File: config.mk
export PLATFORM = sky130hd
export DESIGN_NAME = obi_host_arbiter_flat
export DESIGN_NICKNAME = d
export VERILOG_FILES = /design/src/rtl/obi_host_arbiter_if.sv /design/src/rtl/obi_host_arbiter.sv /design/src/flat_wrapper.sv
export SDC_FILE = /design/constraint.sdc
export NUM_CORES = 1
export LEC_CHECK = 0
export ABC_AREA = 1
export CORE_AREA = 5 5 118 120
export CTS_CLUSTER_DIAMETER = 200
export CTS_CLUSTER_SIZE = 40
export DETAILED_ROUTE_END_ITERATION = 7
export DIE_AREA = 0 0 123 125
export GPL_TIMING_DRIVEN = 0
export SYNTH_ARGS = -nofsm -noshare
export SYNTH_HDL_FRONTEND = slang
export SYNTH_SLANG_ARGS = --single-unit
File: constraint.sdc
create_clock -name clk_i -period 2.2 [get_ports clk_i]
set_clock_uncertainty 0.2 [all_clocks]
set_input_delay 0.44 -clock clk_i [delete_from_list [all_inputs] [get_ports clk_i]]
set_output_delay 0.44 -clock clk_i [all_outputs]
set_load 0.05 [all_outputs]
File: src/rtl/obi_host_arbiter_if.sv
// OBI address-phase and response-phase interfaces shared by the host arbiter and its requesters.
interface obi_req_if;
  logic        req;
  logic        gnt;
  logic [31:0] addr;
  logic        we;
  logic [3:0]  be;
  logic [31:0] wdata;

  modport master (output req, addr, we, be, wdata, input gnt);
  modport slave  (input req, addr, we, be, wdata, output gnt);
endinterface

interface obi_rsp_if;
  logic        rvalid;
  logic [31:0] rdata;

  modport master (output rvalid, rdata);
  modport slave  (input rvalid, rdata);
endinterface

File: src/rtl/obi_host_arbiter.sv
// Two-port round-robin OBI arbiter with an in-order owner FIFO for response routing.
// Define OBI_HOST_ARB_PERF_EN to add grant/full-stall performance counters.
module obi_host_arbiter #(
  parameter int unsigned MAX_OUTST = 4
) (
  input  logic       clk_i,
  input  logic       rst_i,
  obi_req_if.slave   s0_req,
  obi_rsp_if.master  s0_rsp,
  obi_req_if.slave   s1_req,
  obi_rsp_if.master  s1_rsp,
  obi_req_if.master  m_req,
  obi_rsp_if.slave   m_rsp,
  output logic       err_o
`ifdef OBI_HOST_ARB_PERF_EN
  ,
  output logic [31:0] perf_gnt0_o,
  output logic [31:0] perf_gnt1_o,
  output logic [31:0] perf_full_o
`endif
);

  localparam int unsigned PtrW = $clog2(MAX_OUTST);

  logic                 lock_q, lock_d;
  logic                 owner_q, owner_d;
  logic                 prio_q, prio_d;
  logic                 err_q, err_d;
  logic [MAX_OUTST-1:0] fifo_q;
  logic [PtrW-1:0]      wr_ptr_q, wr_ptr_d;
  logic [PtrW-1:0]      rd_ptr_q, rd_ptr_d;
  logic [PtrW:0]        cnt_q, cnt_d;

  logic sel, win_req, fifo_full, fifo_empty, accept, pop, head;

  assign fifo_full  = (cnt_q == (PtrW+1)'(MAX_OUTST));
  assign fifo_empty = (cnt_q == '0);
  assign head       = fifo_q[rd_ptr_q];

  // While locked the owner is held regardless of the other port's request.
  always_comb begin
    sel = prio_q;
    if (lock_q) begin
      sel = owner_q;
    end else if (s0_req.req && !s1_req.req) begin
      sel = 1'b0;
    end else if (s1_req.req && !s0_req.req) begin
      sel = 1'b1;
    end
    win_req = sel ? s1_req.req : s0_req.req;
  end

  assign accept = win_req & ~fifo_full & m_req.gnt;
  assign pop    = m_rsp.rvalid & ~fifo_empty;

  always_comb begin
    m_req.req     = win_req & ~fifo_full;
    m_req.addr    = sel ? s1_req.addr  : s0_req.addr;
    m_req.we      = sel ? s1_req.we    : s0_req.we;
    m_req.be      = sel ? s1_req.be    : s0_req.be;
    m_req.wdata   = sel ? s1_req.wdata : s0_req.wdata;
    s0_req.gnt    = accept & ~sel;
    s1_req.gnt    = accept & sel;
    s0_rsp.rvalid = pop & ~head;
    s1_rsp.rvalid = pop & head;
    s0_rsp.rdata  = m_rsp.rdata;
    s1_rsp.rdata  = m_rsp.rdata;
    err_o         = err_q;
  end

  always_comb begin
    lock_d  = lock_q;
    owner_d = owner_q;
    prio_d  = prio_q;
    if (accept) begin
      lock_d = 1'b0;
      prio_d = ~sel;
    end else if (win_req && !fifo_full) begin
      lock_d  = 1'b1;
      owner_d = sel;
    end else begin
      // Keep the lock across a full stall; release it if the owner withdraws.
      lock_d = lock_q & win_req;
    end

    wr_ptr_d = wr_ptr_q + PtrW'(accept);
    rd_ptr_d = rd_ptr_q + PtrW'(pop);
    cnt_d    = cnt_q;
    if (accept && !pop) begin
      cnt_d = cnt_q + 1'b1;
    end else if (pop && !accept) begin
      cnt_d = cnt_q - 1'b1;
    end

    err_d = err_q | (m_rsp.rvalid & fifo_empty);
  end

  always_ff @(posedge clk_i or posedge rst_i) begin
    if (rst_i) begin
      lock_q   <= 1'b0;
      owner_q  <= 1'b0;
      prio_q   <= 1'b0;
      err_q    <= 1'b0;
      fifo_q   <= '0;
      wr_ptr_q <= '0;
      rd_ptr_q <= '0;
      cnt_q    <= '0;
    end else begin
      lock_q   <= lock_d;
      owner_q  <= owner_d;
      prio_q   <= prio_d;
      err_q    <= err_d;
      wr_ptr_q <= wr_ptr_d;
      rd_ptr_q <= rd_ptr_d;
      cnt_q    <= cnt_d;
      if (accept) begin
        fifo_q[wr_ptr_q] <= sel;
      end
    end
  end

`ifdef OBI_HOST_ARB_PERF_EN
  always_ff @(posedge clk_i or posedge rst_i) begin
    if (rst_i) begin
      perf_gnt0_o <= '0;
      perf_gnt1_o <= '0;
      perf_full_o <= '0;
    end else begin
      if (accept && !sel) perf_gnt0_o <= perf_gnt0_o + 32'd1;
      if (accept && sel)  perf_gnt1_o <= perf_gnt1_o + 32'd1;
      if (fifo_full && (s0_req.req || s1_req.req)) perf_full_o <= perf_full_o + 32'd1;
    end
  end
`endif

endmodule

File: src/flat_wrapper.sv
// flat-port wrapper written by rule: the top's interface ports become plain ports
module obi_host_arbiter_flat 
#(
  parameter int unsigned MAX_OUTST = 4
)
  (clk_i, rst_i, err_o, s0_req_req, s0_req_addr, s0_req_we, s0_req_be, s0_req_wdata, s0_req_gnt, s0_rsp_rvalid, s0_rsp_rdata, s1_req_req, s1_req_addr, s1_req_we, s1_req_be, s1_req_wdata, s1_req_gnt, s1_rsp_rvalid, s1_rsp_rdata, m_req_req, m_req_addr, m_req_we, m_req_be, m_req_wdata, m_req_gnt, m_rsp_rvalid, m_rsp_rdata);
  obi_req_if s0_req_i ();
  obi_rsp_if s0_rsp_i ();
  obi_req_if s1_req_i ();
  obi_rsp_if s1_rsp_i ();
  obi_req_if m_req_i ();
  obi_rsp_if m_rsp_i ();
  input  logic clk_i;
  input  logic rst_i;
  output logic err_o;
  input wire logic [$bits(s0_req_i.req)-1:0] s0_req_req;
  input wire logic [$bits(s0_req_i.addr)-1:0] s0_req_addr;
  input wire logic [$bits(s0_req_i.we)-1:0] s0_req_we;
  input wire logic [$bits(s0_req_i.be)-1:0] s0_req_be;
  input wire logic [$bits(s0_req_i.wdata)-1:0] s0_req_wdata;
  output wire logic [$bits(s0_req_i.gnt)-1:0] s0_req_gnt;
  output wire logic [$bits(s0_rsp_i.rvalid)-1:0] s0_rsp_rvalid;
  output wire logic [$bits(s0_rsp_i.rdata)-1:0] s0_rsp_rdata;
  input wire logic [$bits(s1_req_i.req)-1:0] s1_req_req;
  input wire logic [$bits(s1_req_i.addr)-1:0] s1_req_addr;
  input wire logic [$bits(s1_req_i.we)-1:0] s1_req_we;
  input wire logic [$bits(s1_req_i.be)-1:0] s1_req_be;
  input wire logic [$bits(s1_req_i.wdata)-1:0] s1_req_wdata;
  output wire logic [$bits(s1_req_i.gnt)-1:0] s1_req_gnt;
  output wire logic [$bits(s1_rsp_i.rvalid)-1:0] s1_rsp_rvalid;
  output wire logic [$bits(s1_rsp_i.rdata)-1:0] s1_rsp_rdata;
  output wire logic [$bits(m_req_i.req)-1:0] m_req_req;
  output wire logic [$bits(m_req_i.addr)-1:0] m_req_addr;
  output wire logic [$bits(m_req_i.we)-1:0] m_req_we;
  output wire logic [$bits(m_req_i.be)-1:0] m_req_be;
  output wire logic [$bits(m_req_i.wdata)-1:0] m_req_wdata;
  input wire logic [$bits(m_req_i.gnt)-1:0] m_req_gnt;
  input wire logic [$bits(m_rsp_i.rvalid)-1:0] m_rsp_rvalid;
  input wire logic [$bits(m_rsp_i.rdata)-1:0] m_rsp_rdata;
  assign s0_req_i.req = s0_req_req;
  assign s0_req_i.addr = s0_req_addr;
  assign s0_req_i.we = s0_req_we;
  assign s0_req_i.be = s0_req_be;
  assign s0_req_i.wdata = s0_req_wdata;
  assign s0_req_gnt = s0_req_i.gnt;
  assign s0_rsp_rvalid = s0_rsp_i.rvalid;
  assign s0_rsp_rdata = s0_rsp_i.rdata;
  assign s1_req_i.req = s1_req_req;
  assign s1_req_i.addr = s1_req_addr;
  assign s1_req_i.we = s1_req_we;
  assign s1_req_i.be = s1_req_be;
  assign s1_req_i.wdata = s1_req_wdata;
  assign s1_req_gnt = s1_req_i.gnt;
  assign s1_rsp_rvalid = s1_rsp_i.rvalid;
  assign s1_rsp_rdata = s1_rsp_i.rdata;
  assign m_req_req = m_req_i.req;
  assign m_req_addr = m_req_i.addr;
  assign m_req_we = m_req_i.we;
  assign m_req_be = m_req_i.be;
  assign m_req_wdata = m_req_i.wdata;
  assign m_req_i.gnt = m_req_gnt;
  assign m_rsp_i.rvalid = m_rsp_rvalid;
  assign m_rsp_i.rdata = m_rsp_rdata;
  obi_host_arbiter #(.MAX_OUTST(MAX_OUTST)) u_core (.clk_i(clk_i), .rst_i(rst_i), .s0_req(s0_req_i), .s0_rsp(s0_rsp_i), .s1_req(s1_req_i), .s1_rsp(s1_rsp_i), .m_req(m_req_i), .m_rsp(m_rsp_i), .err_o(err_o));
endmodule
Yosys cells after proc, flatten, opt, wreduce, memory -nomap -nowiden
Cells that the tools add are included.
{"block": "classes", "reduce_logical": 14, "n_addsub": 4, "magnitude_cmp": 3, "bitwise_logic": 15, "muxes": 17, "n_eq_ne": 1}
{"operator": "2-to-1 mux 32 bit", "n": 2}
{"operator": "AND 1 bit", "n": 9}
{"operator": "2-to-1 mux 1 bit", "n": 9}
{"operator": "logical AND 1 bit", "n": 6}
{"operator": "less-than comparator 2 x 3 -> 1 bit (second input constant)", "n": 2}
{"operator": "2-to-1 mux 3 bit", "n": 2}
{"operator": "zero test 1 bit", "n": 5}
{"operator": "inverter 1 bit", "n": 5}
{"operator": "adder 2 x 1 -> 2 bit", "n": 2}
{"operator": "bitwise mux 4 bit", "n": 1}
{"operator": "2-to-1 mux 4 bit", "n": 1}
{"operator": "adder 3 x 1 -> 3 bit (second input constant)", "n": 1}
{"operator": "equality test 3 bit (second input constant)", "n": 1}
{"operator": "zero test 3 bit", "n": 1}
{"operator": "subtractor 3 x 1 -> 3 bit (second input constant)", "n": 1}
{"operator": "binary-select mux 1 bit (select 2 bit)", "n": 1}
{"operator": "demux 1 bit (select 2 bit)", "n": 1}
{"operator": ">= comparator 2 x 1 -> 1 bit (second input constant)", "n": 1}
{"operator": "AND reduction 2 bit", "n": 1}
{"operator": "nonzero test 2 bit", "n": 1}
{"operator": "OR 1 bit", "n": 1}
{"block": "totals", "regBits": 15, "word_cells": 62}

Depth between registers and ports, before layout
Gate-level depths: netlist (run 1).
{"block": "logic_depth", "depth_word": 12, "depth_mapped": 14}

Worst setup path before layout (run 1)
OpenSTA, ideal clock, no wires.
{"block": "synth_timing", "path_type": "input to output", "startpoint": "in s0_req_req", "endpoint": "out s1_req_gnt", "stages": 6, "t_arrival_ps": 2088, "path_slack_ps": -528, "n_path_buf": 1, "cell_sequence": "a21oi_1 > nand2_2 > nand2_2 > inv_2 > buf_2 > nor3_1"}
{"block": "synth_via", "elab_chain_cells": 9}
{"element": "start: declaration", "line_no": "flat_wrapper.sv:16", "source": "input wire logic [$bits(s0_req_i.req)-1:0] s0_req_req;"}
{"element": "zero test 1 bit", "line_no": "obi_host_arbiter.sv:47", "source": "end else if (s1_req.req && !s0_req.req) begin"}
{"element": "logical AND 1 bit", "line_no": "obi_host_arbiter.sv:47"}
{"element": "2-to-1 mux 1 bit", "line_no": "obi_host_arbiter.sv:47"}
{"element": "2-to-1 mux 1 bit", "line_no": "obi_host_arbiter.sv:45", "source": "end else if (s0_req.req && !s1_req.req) begin"}
{"element": "2-to-1 mux 1 bit", "line_no": "obi_host_arbiter.sv:43", "source": "if (lock_q) begin"}
{"element": "2-to-1 mux 1 bit", "line_no": "obi_host_arbiter.sv:50", "source": "win_req = sel ? s1_req.req : s0_req.req;"}
{"element": "AND 1 bit (2 in series)", "line_no": "obi_host_arbiter.sv:53", "source": "assign accept = win_req & ~fifo_full & m_req.gnt;"}
{"element": "AND 1 bit (*)", "line_no": "obi_host_arbiter.sv:63", "source": "s1_req.gnt = accept & sel;"}
{"element": "end: declaration", "line_no": "flat_wrapper.sv:29", "source": "output wire logic [$bits(s1_req_i.gnt)-1:0] s1_req_gnt;"}
Every way passes the cells marked *; elsewhere a longest branch is shown, timed or not.

Worst setup path after layout (run 1)
{"block": "layout_timing", "startpoint": "reg u_core.prio_q", "endpoint": "reg u_core.cnt_q[2]"}
{"block": "layout_via", "elab_chain_cells": 9}
{"element": "start: declaration", "line_no": "obi_host_arbiter.sv:27", "source": "logic prio_q, prio_d;"}
{"element": "start signal: assignment", "line_no": "obi_host_arbiter.sv:111", "source": "prio_q <= prio_d;"}
{"element": "2-to-1 mux 1 bit (*)", "line_no": "obi_host_arbiter.sv:47"}
{"element": "2-to-1 mux 1 bit (*)", "line_no": "obi_host_arbiter.sv:45"}
{"element": "2-to-1 mux 1 bit (*)", "line_no": "obi_host_arbiter.sv:43"}
{"element": "2-to-1 mux 1 bit (*)", "line_no": "obi_host_arbiter.sv:50"}
{"element": "AND 1 bit (*) (2 in series)", "line_no": "obi_host_arbiter.sv:53"}
{"element": "via u_core.accept", "line_no": "obi_host_arbiter.sv:34", "source": "logic sel, win_req, fifo_full, fifo_empty, accept, pop, head;"}
{"element": "zero test 1 bit", "line_no": "obi_host_arbiter.sv:91", "source": "end else if (pop && !accept) begin"}
{"element": "logical AND 1 bit", "line_no": "obi_host_arbiter.sv:91"}
{"element": "nonzero test 2 bit (no source line)"}
{"element": "end signal: assignment", "line_no": "obi_host_arbiter.sv:115", "source": "cnt_q <= cnt_d;"}
{"element": "end: declaration", "line_no": "obi_host_arbiter.sv:32", "source": "logic [PtrW:0] cnt_q, cnt_d;"}
The timed path passes the listed nets; every way through them passes the cells marked *.
A chain may end at the register's enable or synchronous reset.

==> flow_summary_export.csv, run 1 <==
group,metric,value,unit
sta,relSlewSlack,0.599,
synth,synthTopCellsByArea,"nand2_1 39%, buf_4 24%, dfrtp_1 17%",
global_route,grt.met2_usage,0.292,
synth,most_repeated_cell_in_the_gate_level_netlist_after_synthesis,"nand2_1",
global_route,grt_pass1_vias,3241,
floorplanning,dieWidth,123,µm
min_path,hold_start,"u_core.rd_ptr_q[1]",
clock_network,path_clk_slew,0.05,ns
run_status,status,"complete, but fails checks",
routing,total_wire_length,12600,µm
worst_setup_path,critPathLaunch,"u_core.prio_q",
routing,detail_route.vias_per_cell,3.85,
floorplanning,design.die.area,15400,µm²
sta,rsz_0062_raised_after_global_routing,"yes",
synth,average_footprint_of_a_synthesized_cell,5.70,µm²
synth,synth.yosys.seq_area_share,0.172,
synth,synth_area_leader_cell,"nand2_1",
worst_setup_path,setup.worst_path.class,"reg -> reg",
placement,post-dp-hpwl,10600,µm
synth,post_synth_inst_count,382,
worst_setup_path,critical_path.max_fanout,6,
global_route,use_met3,0.0420,
sta,finalHoldWorstSlack,0.270,ns
sta,maxClockFrequency,428,MHz
floorplanning,core.rowCount,42,
placement,globalplace.congestion,0.803,
floorplanning,die_h,125,µm
floorplanning,fp.coreArea,12900,µm²
placement,place_ws,-1.29,ns
clock_network,tritoncts.num_buffers,3,
sta,timing.final.setup_violations,73,
cells_and_area,antenna_cells,0,
global_route,globalRoute.busiestLayer,"met2",
synth,synthDistinctLibCells,22,
run,max_cap_viol_count,0,
sta,worst_slack,-0.134,ns
global_route,grt_pass1_wl,18100,µm
synth,synth_seq_cells,15,
routing,drc,0,
placement,place.port_buffers,282,
global_route,grt_remaining_overflow,0,
clock_network,number_of_clock_sinks_seen_by_cts,15,
worst_setup_path,critPathLaunchType,"register",
sta,fin_crit,2.33,ns
routing,wl_per_cell,14.7,µm
sta,finalCritPeriodShare,1.06,
run_status,violations_in_the_final_reports,"setup timing",
cells_and_area,area_taken_by_multi_input_logic_gates,1290,µm²
cells_and_area,seq_area,375,µm²
global_route,grt_start_max_net_pins,16,
clock_network,max-clock-path-buffers,2,
worst_setup_path,required,2.12,ns
floorplanning,number_of_i_o_pins,315,
global_route,use_met1,0.154,
synth,netlist_top_cells_count,"229 x nand2_1, 71 x buf_4, 15 x dfrtp_1, 15 x inv_1",
clock_network,clkLatencyLatePin,0.24,ns
clock_network,postCtsHoldBufs,0,
routing,routed-via-count,3294,
routing,drt.antenna.violating_nets,0,
synth,synth_warnings,0,
cells_and_area,drive_above_1_share,0.303,
cells_and_area,fillers,1278,
sta,fin_setup_tns,-4.64,ns
synth,share_of_flip_flops_with_an_asynchronous_set_or_reset_after_synthesis,1.00,
cells_and_area,area_growth_syn_to_layout,163,%
global_route,antenna_found_initial,0,
synth,synth-main-ff-cell,"dfrtp_1",
power,powerDensity,1410,nW/µm²
floorplanning,start_util,0.169,
clock_network,h-tree-depth,1,
synth,synth-edff-count,0,
worst_setup_path,worstSetupEndpointType,"register",
routing,drt_pre_antenna_iters,4,
synth,mappedNetlistArea,2180,µm²
power,irDropWorstVdd,707,µV
sta,finalMaxSlewViolations,0,
synth,mappedNetlistNets,562,
sta,finalHoldViolCount,0,
synth,synth_top_cell_area_share,0.395,
worst_setup_path,worstReg2RegStart,"u_core.prio_q",
clock_network,cts_tree,"done",
worst_setup_path,cp.arrival,2.26,ns
power,power_leakage,2.86,nW
global_route,grt_usage,0.148,
clock_network,root_buffer,"clkbuf_16",
sta,worst-slew-pin-transition,0.601,ns
cells_and_area,nets,861,
routing,drt_iter0_markers,55,
min_path,hold_path_class,"reg -> reg",
critical path, stage by stage, from the launching register on:
cell	delay, ns
dfrtp_1	0.39
inv_2	0.08
a21oi_4	0.06
nand2_4	0.10
nand2_8	0.08
nand2_4	0.07
nand3_4	0.12
nor2_8	0.18
ha_4	0.16
inv_4	0.04
fa_2	0.34
a21oi_2	0.16
o21ai_2	0.07
xor2_1	0.16
path summary, 6_finish.rpt:
kind / endpoint / slack, ns / cells past startpoint
min in group asynchronous: u_core.fifo_q[2] / 0.37 / 2
worst max-delay path: u_core.cnt_q[2] / -0.13 / 13
worst max register to register: u_core.cnt_q[2] / -0.13 / 13
worst min register to register: u_core.rd_ptr_q[1] / 0.27 / 1
max in group asynchronous: u_core.cnt_q[0] / 1.04 / 2
worst min-delay path: u_core.rd_ptr_q[1] / 0.27 / 1
report_power, final:
group / internal (W) / switching, W
Sequential: 0.000417 / 0.000124
Clock: 0.000242 / 0.000106
Combinational: 0.00270 / 0.00449
Total: 0.00336 / 0.00472
layout by cell type (no fill, tap or decap), types with 5 or more instances in the layout:
| master | instances |
|---|---|
| nand2_1 | 214 |
| nand3_1 | 7 |
| nand2_2 | 13 |
| nor2_1 | 5 |
| dfrtp_1 | 15 |
| buf_4 | 85 |
| clkdlybuf4s50_1 | 205 |
| buf_6 | 61 |
| buf_8 | 12 |
| clkbuf_16 | 5 |
| inv_1 | 11 |
layer usage:
layer	share of wire	up-vias
met1	0.34	1454
met4	0.011	0
met5	0	-
met3	0.10	9
li1	-	1688
met2	0.55	143
stage by stage:
step / total power (W) / area, µm² / instances / utilization
3_3_place_gp: 0.00683 / 5250 / 840 / 0.408
5_1_grt: 0.00855 / 5730 / 856 / 0.445
3_5_place_dp: 0.00688 / 5250 / 840 / 0.408
4_1_cts: 0.00782 / 5530 / 849 / 0.430
6_report: 0.00808 / 5730 / 856 / 0.445
2_1_floorplan: 0.00468 / 2210 / 382 / -
what timing repair did:
item,in CTS,in global routing
endpoints found under the hold margin,0,0
cloned,0,2
resized for setup,548,32
setup buffers,5,6
pin swaps,11,12
endpoints found under the setup margin,76,75
cell type report:
| class | instances | share of cell area |
|---|---|---|
| Clock buffer | 3 | 0.0131 |
| Clock inverter | 1 | 0.000874 |
| Tap cell | 176 | 0.0385 |
| Timing Repair Buffer | 294 | 0.527 |
| Buffer | 79 | 0.117 |
| Sequential cell | 15 | 0.0656 |
| Inverter | 17 | 0.0120 |
| Multi-Input combinational cell | 271 | 0.226 |
registers in the layout, summed over array words and instances (netlist names):
signal,flops
u_core.prio_q,1
u_core.err_o,1
u_core.rd_ptr_q,2
u_core.owner_q,1
u_core.cnt_q,3
u_core.wr_ptr_q,2
u_core.lock_q,1
u_core.fifo_q,4
cells by family (layout without fill, tap and decap cells):
family	after synthesis	in the layout	synth area share
flip-flops	15	15	0.172
XOR/XNOR	4	4	0.0161
multiplexers	1	1	0.00517
AO/OA/AOI/OAI	9	9	0.0241
buffers and inverters	96	394	0.293
AND/OR/NAND/NOR	253	253	0.463
adder cells (fa/ha/maj)	4	4	0.0264
No activity file was read; power rests on OpenSTA's default activity.
==> inputs of run 2 (changes only) <==
- CTS_BUF_LIST: not set -> sky130_fd_sc_hd__clkbuf_2
- CTS_CLUSTER_SIZE: 40 -> 8
==> run 2 against run 1 <==
Net effect:
- core utilization shrank 1.5 points
- final cell count decreased by 0.47%
- maximum frequency shrank 1.8%
- first-iteration DRC count decreased by 11%
- die area is the same
- largest power group unchanged
- design area is 3.4% lower
- the run still ends with setup timing left
==> flow_summary_export.csv, run 2 (synthesized netlist as in run 1, its figures left out) <==
group,metric,value,unit
run_status,status,"complete, but fails checks",
run_status,violations_in_the_final_reports,"setup timing",
sta,finalMaxSlewViolations,0,
routing,routed-via-count,3260,
floorplanning,start_util,0.169,
power,pwr-share-seq,0.069,
worst_setup_path,slowest_delay,0.40,ns
worst_setup_path,critical_path.max_fanout,10,
power,power_frac_comb,0.913,
cells_and_area,reg_top3,"u_core.fifo_q x4, u_core.cnt_q x3",
power,pwr-share-clk,0.018,
cells_and_area,area_growth_syn_to_layout,154,%
sta,fin_crit,2.38,ns
sta,finalHoldViolCount,0,
sta,finalCritPeriodShare,1.08,
clock_network,clkLatencyLatePin,0.30,ns
worst_setup_path,critPathLaunchType,"register",
cells_and_area,regMostFlops,"u_core.fifo_q",
global_route,grt_pass1_wl,18000,µm
routing,total_wire_length,12400,µm
worst_setup_path,cp.arrival,1.74,ns
worst_setup_path,crit_buf_inv,4,
cells_and_area,antenna_cells,0,
power,total_switching_power,0.00462,W
cells_and_area,largest_register_ff_count,4,
cells_and_area,drive_above_1_share,0.286,
floorplanning,die_h,125,µm
routing,drt_iter0_markers,49,
floorplanning,number_of_i_o_pins,315,
worst_setup_path,worstSetupEndpointType,"primary output",
clock_network,cts_tree,"done",
global_route,grt_start_max_net_pins,16,
min_path,whs_path_depth,1,
clock_network,path_clk_slew,0.16,ns
sta,maxClockFrequency,421,MHz
cells_and_area,fillers,1297,
power,power_leakage,2.77,nW
clock_network,root_buffer,"clkbuf_2",
power,powerDensity,1380,nW/µm²
sta,worst-slew-pin-transition,0.592,ns
sta,relSlewSlack,0.605,
routing,detail_route.vias_per_cell,3.83,
placement,place_ws,-1.29,ns
cells_and_area,commonest_cells_after_routing_fill_and_taps_aside,"223 x nand2_1, 206 x clkdlybuf4s50_1, 86 x buf_4, 62 x buf_6, 15 x dfrtp_1",
cells_and_area,layout_commonest_cell,"nand2_1",
sta,worst_slack,-0.177,ns
sta,fin_setup_tns,-10.60,ns
floorplanning,design.die.area,15400,µm²
min_path,hold_path_class,"reg -> reg",
clock_network,postCtsHoldBufs,0,
sta,timing.final.setup_violations,74,
worst_setup_path,required,1.56,ns
worst_setup_path,critical-path-top-cell-by-count,"nand2_1",
global_route,grt_remaining_overflow,0,
worst_setup_path,ff2ff_path_depth,13,
worst_setup_path,cp_slowest_cell,"dfrtp_1",
clock_network,tritoncts.num_buffers,3,
global_route,grt_pass1_vias,3207,
run,max_cap_viol_count,0,
global_route,grt_usage,0.148,
power,sw_frac_of_total,0.608,
routing,drt.antenna.violating_nets,0,
clock_network,max-clock-path-buffers,2,
worst_setup_path,setup.worst_path.class,"reg -> out",
clock_network,h-tree-depth,1,
worst_setup_path,critical_path.top_delay_family,"buffers and inverters",
power,cellInternalPower,0.00298,W
routing,wl_per_cell,14.6,µm
global_route,antenna_found_initial,0,
worst_setup_path,critical_path.cell_chain,"inv_2, a21oi_2, nand2_2, nand2_4, buf_12, buf_8, nand2_1, nand2_1, buf_6",
clock_network,number_of_clock_sinks_seen_by_cts,15,
cells_and_area,nets,857,
power,irDropWorstVdd,692,µV
floorplanning,fp.coreArea,12900,µm²
floorplanning,dieWidth,123,µm
cells_and_area,final_cell_utilization_of_the_core,0.430,
sta,rsz_0062_raised_after_global_routing,"yes",
placement,post-dp-hpwl,10600,µm
routing,drc,0,
placement,globalplace.congestion,0.803,
routing,drt_pre_antenna_iters,6,
placement,place.port_buffers,282,
floorplanning,core.rowCount,42,
worst_setup_path,cp.depth,9,
## run 2: power by group through the flow
stage / registers, W / logic [W] / clock network, W
2_1_floorplan: 0.000538 / 0.00415 / 0
3_3_place_gp: 0.000525 / 0.00631 / 0
3_5_place_dp: 0.000532 / 0.00634 / 0
4_1_cts: 0.000527 / 0.00692 / 0.000140
5_1_grt: 0.000545 / 0.00737 / 0.000151
6_report: 0.000528 / 0.00694 / 0.000133
## run 2: through the flow
step                      cells  total power, W  hold slack [ns]  cell area (µm²)
after floorplan             382         0.00468            0.141             2210
after global placement      840         0.00683            0.250             5250
after detailed placement    840         0.00688            0.268             5250
after CTS                   848         0.00759            0.289             5460
after global routing        852         0.00807            0.297             5530
final                       852         0.00760            0.282             5530
## run 2: final timing paths
kind | from | endpoint | slack (ns)
min in group asynchronous | rst_i | u_core.fifo_q[2] | 0.29
max in group asynchronous | rst_i | u_core.cnt_q[0] | 1.11
min reg2reg | u_core.rd_ptr_q[1] | u_core.rd_ptr_q[1] | 0.28
max | u_core.prio_q | m_req_wdata[18] | -0.18
min | u_core.rd_ptr_q[1] | u_core.rd_ptr_q[1] | 0.28
max reg2reg | u_core.prio_q | u_core.cnt_q[2] | -0.17
## run 2: layout make-up
class / instances / area [µm²] / share of cell area
inverters: 17 / 71.3 / 0.0129
plain buffers: 79 / 656 / 0.119
flip-flops and latches: 15 / 375 / 0.0679
multi-input cells: 271 / 1230 / 0.223
repair buffers: 290 / 2960 / 0.535
clock buffers: 3 / 15.0 / 0.00271
clock inverters: 1 / 5.00 / 0.000905
well taps: 176 / 220 / 0.0398
## run 2: layer usage
metal	vias to the layer above	routed length, µm	global-route usage
li1	1682	-	-
met1	1428	4180	0.155
met2	142	6760	0.290
met3	8	1320	0.0402
met4	0	147	0.0261
met5	-	0	0
## run 2: what timing repair did
| item | 4_1_cts | 5_1_grt |
|---|---|---|
| endpoints found under the hold margin | 0 | 0 |
| pin swaps | 8 | 3 |
| resized for setup | 546 | 12 |
| setup endpoints to repair | 76 | 76 |
| setup buffers | 4 | 4 |
